[src/rtl/cordic_phase_gen.sv]
// NCO-style phase generator feeding the pipelined CORDIC sin/cos core.
// Supports fixed tone and linear chirp (single or repeating), plus a valid delay line aligned to the CORDIC outputs.
module cordic_phase_gen #(
  parameter int unsigned LATENCY   = 32,
  parameter logic [15:0] GAIN_COMP = 16'd39797
) (
  input  logic        clk,
  input  logic        rst_n,
  input  logic        en,
  input  logic        stop,
  input  logic        cfg_valid,
  output logic        cfg_ready,
  input  logic [1:0]  cfg_mode,
  input  logic [31:0] cfg_freq,
  input  logic [31:0] cfg_stop_freq,
  input  logic [31:0] cfg_step,
  input  logic [31:0] cfg_phase,
  input  logic [15:0] cfg_amp,
  output logic [31:0] angle,
  output logic [15:0] Xin,
  output logic [15:0] Yin,
  output logic        in_valid,
  output logic        sincos_valid,
  output logic        sweep_done,
  output logic        busy
);

  typedef enum logic [1:0] {IDLE, RUN, SWEEP, HOLD} state_t;

  state_t              state;
  logic [31:0]         phase;
  logic [31:0]         freq;
  logic [31:0]         start_f;
  logic [31:0]         stop_f;
  logic [31:0]         step_f;
  logic                rep;
  logic [LATENCY-1:0]  dline;
  logic [31:0]         amp_prod;
  logic [32:0]         nf;
  logic                accept;
  logic                adv;

  assign amp_prod     = {16'b0, cfg_amp} * {16'b0, GAIN_COMP};
  assign nf           = {1'b0, freq} + {1'b0, step_f};
  assign cfg_ready    = (state == IDLE) || (state == HOLD);
  assign busy         = (state == RUN) || (state == SWEEP);
  assign accept       = cfg_valid & cfg_ready & ~stop;
  assign adv          = en & (state != IDLE) & ~stop;
  assign Yin          = '0;
  assign sincos_valid = dline[LATENCY-1];

  always_ff @(posedge clk or negedge rst_n) begin
    if (!rst_n) begin
      state      <= IDLE;
      phase      <= '0;
      freq       <= '0;
      start_f    <= '0;
      stop_f     <= '0;
      step_f     <= '0;
      rep        <= 1'b0;
      angle      <= '0;
      Xin        <= '0;
      in_valid   <= 1'b0;
      sweep_done <= 1'b0;
      dline      <= '0;
    end else begin
      in_valid   <= 1'b0;
      sweep_done <= 1'b0;
      dline      <= {dline[LATENCY-2:0], in_valid};
      if (stop) begin
        state <= IDLE;
      end else begin
        if (adv) begin
          angle    <= phase;
          in_valid <= 1'b1;
          phase    <= phase + freq;
          if (state == SWEEP) begin
            if (nf < {1'b0, stop_f}) begin
              freq <= nf[31:0];
            end else begin
              sweep_done <= 1'b1;
              if (rep) begin
                freq <= start_f;
              end else begin
                freq  <= stop_f;
                state <= HOLD;
              end
            end
          end
        end
        // A config accepted in HOLD still emits this cycle's sample but overrides the phase/freq update
        if (accept) begin
          phase   <= cfg_phase;
          freq    <= cfg_freq;
          start_f <= cfg_freq;
          stop_f  <= cfg_stop_freq;
          step_f  <= cfg_step;
          rep     <= (cfg_mode == 2'd2);
          Xin     <= amp_prod[31:16];
          state   <= ((cfg_mode == 2'd1) || (cfg_mode == 2'd2)) ? SWEEP : RUN;
        end
      end
    end
  end

endmodule

[config.mk]
export PLATFORM = sky130hd
export DESIGN_NAME = cordic_phase_gen
export DESIGN_NICKNAME = d
export VERILOG_FILES = /design/src/rtl/cordic_phase_gen.sv
export SDC_FILE = /design/constraint.sdc
export NUM_CORES = 1
export LEC_CHECK = 0
export BUFFER_PORTS_ARGS = -buffer_cell sky130_fd_sc_hd__buf_4
export CAP_MARGIN = 10
export CORE_MARGIN = 2
export CORE_UTILIZATION = 60
export CTS_CLUSTER_SIZE = 28
export DETAILED_ROUTE_END_ITERATION = 7
export PLACE_DENSITY_LB_ADDON = 0.15
export SLEW_MARGIN = 25
export SYNTH_ARGS = -nofsm -noshare
export SYNTH_HDL_FRONTEND = slang
export SYNTH_SLANG_ARGS = --single-unit
[constraint.sdc]
create_clock -name clk -period 5.5 [get_ports clk]
set_input_delay 0.275 -clock clk [delete_from_list [all_inputs] [get_ports clk]]
set_output_delay 0.275 -clock clk [all_outputs]
set_load 0.02 [all_outputs]
# After elaboration in Yosys (flattened, before gate mapping)
# Index checks and enable logic that the tools add are counted.
# totals
input_bits	151
ff_bits	245
# op_classes
n_addsub	2
mul	1
bitwise_logic	5
magnitude_cmp	1
eq_ne	7
reduce_logical	14
muxes	20
# op_table
op	count
$mux 32	7
$add 32x32->33	1
$lt 33x32->1	1
$add 32x32->32	1
$mul 16x16->32 const B	1
$mux 2	7
$eq 2x2->1 const B	3
$mux 1	6
$reduce_and 2->1	3
$reduce_bool 2->1	3
$reduce_bool 3->1	2
$and 1x1->1	4
$eq 2x1->1 const B	2
$reduce_and 4->1	1
$logic_or 1x1->1	3
$ne 3x2->1 const B	1
$ne 3x3->1 const B	1
$reduce_and 3->1	1
$logic_not 2->1	1
$not 1->1	1

# Depth between registers and ports, before layout
# logic_depth
depth_word	7
ltp_mapped	23

# Worst setup path before layout
# OpenSTA, ideal clock, no wires.
# synth_path
path_type	input-to-reg
from	input cfg_amp[9]
to	register Xin[15]
setup_slack_ns	-0.010
required_time_ns	5.367
path_stages	21
path_buffers	0
setup_time_ns	0.133
arrival_ns	5.377
path_cell_list	inv_1 fa_1 fa_1 inv_1 fa_1 fa_1 fa_1 inv_1 fa_1 inv_1 ha_1 and4_1 and3_1 a41o_1 o21ba_2 nor2_1 a21oi_1 a31o_2 a21oi_1 xor2_1 o21ai_0
# synth_between
elab_chain_len	1
# synth_lines
item	line_no	rtl
start: declaration	18	input logic [15:0] cfg_amp,
$mul 16x16->32	43	assign amp_prod = {16'b0, cfg_amp} * {16'b0, GAIN_COMP};
end signal: assignment	99	Xin <= amp_prod[31:16];
end: declaration	20	output logic [15:0] Xin,
# No other way between the ends.
# A chain may end at the register's enable or synchronous reset.

# Worst setup path in the final report
# layout_path
from	register freq[1]
to	register freq[8]
# layout_between
elab_chain_len	6
# layout_lines
item	line_no	rtl
start: declaration	32	logic [31:0] freq;
start signal: assignment	79	freq <= nf[31:0];
start signal: assignment	83	freq <= start_f;
start signal: assignment	85	freq <= stop_f;
$add 32x32->33 (*)	44	assign nf = {1'b0, freq} + {1'b0, step_f};
$lt 33x32->1	78	if (nf < {1'b0, stop_f}) begin
$mux 32 (*)	78	
$mux 32 (*)	77	if (state == SWEEP) begin
$mux 32 (*)	73	if (adv) begin
$mux 32 (*)	92	if (accept) begin
# Every way passes the cells marked *; elsewhere a longest branch is shown, timed or not. The select of a mux whose other input is x is not followed.

==> flow_metrics.tcl <==
set metrics [dict create \
    regArea_mm2 0.00613 \
    critPathMaxFanout 26 \
    power_density_mw_per_mm2 685 \
    cts_max_path_buffers 3 \
    grt_pass1_wl_mm 76.4 \
    regToRegSetupSlack_ps 170 \
    report.power.total_mw 15.5 \
    dpl_cell_area_mm2 0.0206 \
    htreeDepth 1 \
    cp-end-kind "flop" \
    async_flop_share_pct 100 \
    hp-class "in2reg" \
    insertion_delay_ps 540 \
    drive_above_1_share_pct 15.8 \
    initial_core_util_pct 61.1 \
    numCtsBuffers 27 \
    reg2regPathDepth 23 \
    fillers 2104 \
    whs_endpoint "stop_f[12]$_DFFE_PN0P_" \
    core_mm2 0.0297 \
    required_ps 5940 \
    setup_ws_ps 170 \
    gr-total-overflow 0 \
    via_count 15500 \
    fmax_mhz 188 \
    finalCriticalPeriod_ps 5330 \
    topRoutingLayerUsed "met4" \
    avgSynthCellArea_um2 9.31 \
    status "complete, no violations" \
    met2_length_mm 23.4 \
    placed_cells_incl_taps 2563 \
    synth.area.mux_share_pct 0.882 \
    tightest_slew_ps 973 \
    portBuffers 203 \
    cts_sinks 245 \
    grt_use_total_pct 30.6 \
    design.final.nets 2783 \
    rsz0062_at_grt "no" \
    leakage_nw 11.7 \
    root_buffer "clkbuf_16" \
    synth_cells 1951 \
    timing.rr.start "freq[1]$_DFFE_PN0P_" \
    finalCritPeriodShare_pct 96.9 \
    wire_per_inst_um 17.8 \
    wl_met1_mm 20.6 \
    multi_input_area_mm2 0.0111 \
    cp.arrival_ps 5770 \
    final_area_mm2 0.0227 \
    grt_pass1_vias 15300 \
    die_area_mm2 0.0317 \
    worstSetupPathType "reg2reg" \
    clock_skew_ps 27.6 \
    antenna_found_initial 6 \
    route.met3.wl_mm 2.80 \
    synthFlopType "dfrtp_1" \
    hold_depth 3 \
    synth_top_family_by_area "adder cells" \
    synth-simple-area-share_pct 13.7 \
    ios 220 \
    syn_area_mm2 0.0182 \
    row_count 63 \
    ys_types 76 \
    min_from "cfg_stop_freq[12]" \
    synth_seq_cells 245 \
    final_hold_viol_count 0 \
    final_util_pct 76.3 \
    cts_tree "done" \
    max_cap_violations 0 \
    slew_headroom_pct 34.9 \
    drt_first_iter_violations 1096 \
    final_cells 2724 \
    yosys_warnings 0 \
    ant_nets 0 \
    vdd_drop_max_mv 0.455 \
    crit-reg2reg-capture "freq[8]$_DFFE_PN0P_" \
    grt_start_max_net_pins 149 \
    dp_slack_ps -359 \
    crit_path_start_kind "flop" \
    clk_pin_slew_worst_paths_ps 60 \
    synthXorXnorAreaFrac_pct 3.32 \
    synth-adder-area-share_pct 26.6 \
    synth_compound_area_share_pct 15.9 \
    avgViaCountPerCell 5.69 \
    dp_hpwl_mm 36.2 \
    die_h_um 178 \
    setup_viol 0 \
    routed_wirelength_mm 48.5 \
    gp_congestion 0.983 \
    dieWidth_um 178 \
    firstDrtPassIters 5 \
    drc_errors 0 \
    yosysSeqAreaShare_pct 33.8 \
    synth_edf_count 0 \
    maxSlewViolCount 0 \
    area_delta_synth_final_pct 24.8 \
]
-- report_power, final --
group          switching [mW]  internal [mW]  total [mW]
registers               0.554           2.48        3.03
logic                    5.69           4.92        10.6
clock network           0.746           1.14        1.89
-- routing by layer --
metal,GRT usage (%),vias up
li1,-,7349
met1,40.7,7489
met2,52.1,545
met3,3.32,107
met4,10.6,0
met5,0,-
-- layout by cell type (no fill, tap or decap), drive strengths merged, types with 16 or more instances in the layout --
cell type,Yosys,final
nand2,404,404
buf,29,291
dfrtp,245,245
ha,219,219
inv,184,183
o21ai,119,119
a21oi,116,116
dlygate4sd3,0,106
fa,104,104
nor2,72,72
a21o,43,43
xnor2,42,42
clkbuf,54,33
o211ai,31,31
a211oi,26,26
xor2,26,26
nand3,23,23
mux2i,16,16
conb,1,16
-- worst max-delay path, stage by stage, from the launching register on --
cell and delay [ps]:
dfrtp_1 420, ha_1 330, a211oi_1 320, o21ai_1 150
nand2_1 130, o21ai_2 100, a2111o_1 420, a2111oi_1 360
or3_4 220, o31ai_4 80, xor2_2 180, ha_1 330
and4_1 200, nand4_1 220, a2111oi_0 420, buf_4 210
o41ai_1 70, buf_4 160, o211ai_4 130, buf_12 220
nor2_1 70, a211oi_1 290, a21oi_1 60, o21ai_0 140
-- registers in the layout, indices dropped and copies added (netlist names) --
register and count:
stop_f 32, sweep_done 1, freq 32, angle 32, phase 32, dline 32
in_valid 1, state 2, step_f 32, start_f 32, rep 1, Xin 16
-- cells in the mapped netlist (8+ instances only) --
cell | number | share of area, %
o21ai_0 | 112 | 3.1
a21o_1 | 42 | 1.7
fa_1 | 104 | 11
a211oi_1 | 26 | 1.1
inv_1 | 184 | 3.8
nand2b_1 | 15 | 0.52
nand3_1 | 22 | 0.61
nor2b_1 | 11 | 0.38
o2111ai_1 | 10 | 0.48
dfrtp_1 | 245 | 34
nor2_1 | 72 | 1.5
a22oi_1 | 13 | 0.54
o211a_1 | 9 | 0.50
buf_1 | 8 | 0.17
and3_1 | 11 | 0.38
clkbuf_1 | 54 | 1.1
o22ai_1 | 8 | 0.28
a21oi_1 | 115 | 3.2
a31oi_1 | 8 | 0.28
xnor2_1 | 42 | 2.0
nand2_1 | 404 | 8.4
mux2i_1 | 16 | 0.88
ha_1 | 219 | 15
buf_4 | 16 | 0.66
o21a_1 | 9 | 0.37
nor3_1 | 10 | 0.28
o211ai_1 | 29 | 1.2
xor2_1 | 25 | 1.2
nand4_1 | 13 | 0.45
-- worst max-delay path by stage --
stage / from / end / cells past startpoint
after global routing: freq[1]$_DFFE_PN0P_ / freq[5]$_DFFE_PN0P_ / 23
after CTS: cfg_amp[9] / Xin[15]$_DFFE_PN0P_ / 21
after floorplan: cfg_amp[9] / Xin[15]$_DFFE_PN0P_ / 21
after detailed placement: cfg_amp[8] / Xin[15]$_DFFE_PN0P_ / 21
after global placement: cfg_amp[9] / Xin[15]$_DFFE_PN0P_ / 21
final: freq[1]$_DFFE_PN0P_ / freq[8]$_DFFE_PN0P_ / 23
-- kinds of logic (layout without fill, tap and decap cells) --
logic type	count (synthesis)	after routing
and+or+nand+nor	588	588
AOI/OAI and AO/OA	443	443
adders and majority gates	323	323
buffers and inverters	267	629
DFF	245	245
xor gates and xnor gates	68	68
muxes	16	16
other	1	22
-- cell type report --
| cell class | count | area share, % |
|---|---|---|
| flip-flops and latches | 245 | 27.1 |
| inverters | 184 | 3.08 |
| clock inverters | 15 | 0.850 |
| repair buffers | 397 | 14.7 |
| diodes | 6 | 0.0662 |
| well taps | 390 | 2.15 |
| multi-input cells | 1454 | 48.9 |
| clock buffers | 33 | 3.26 |
-- repair_timing --
| item | 4_1_cts | 5_1_grt |
|---|---|---|
| gates resized for setup | 0 | 5 |
| hold buffers | 106 | 0 |
| endpoints found under the hold margin | 214 | 0 |
| endpoints found under the setup margin | 0 | 23 |
| buffers inserted | 0 | 0 |
-- metrics by stage --
stage          setup TNS [ps]  hold slack, ps
6_report                    0            12.4
3_5_place_dp            -1930             335
5_1_grt                     0            11.0
3_3_place_gp             -867             333
2_1_floorplan               0           -20.6
4_1_cts                     0           0.229
Note: power is estimated with default switching activity, not from simulation.
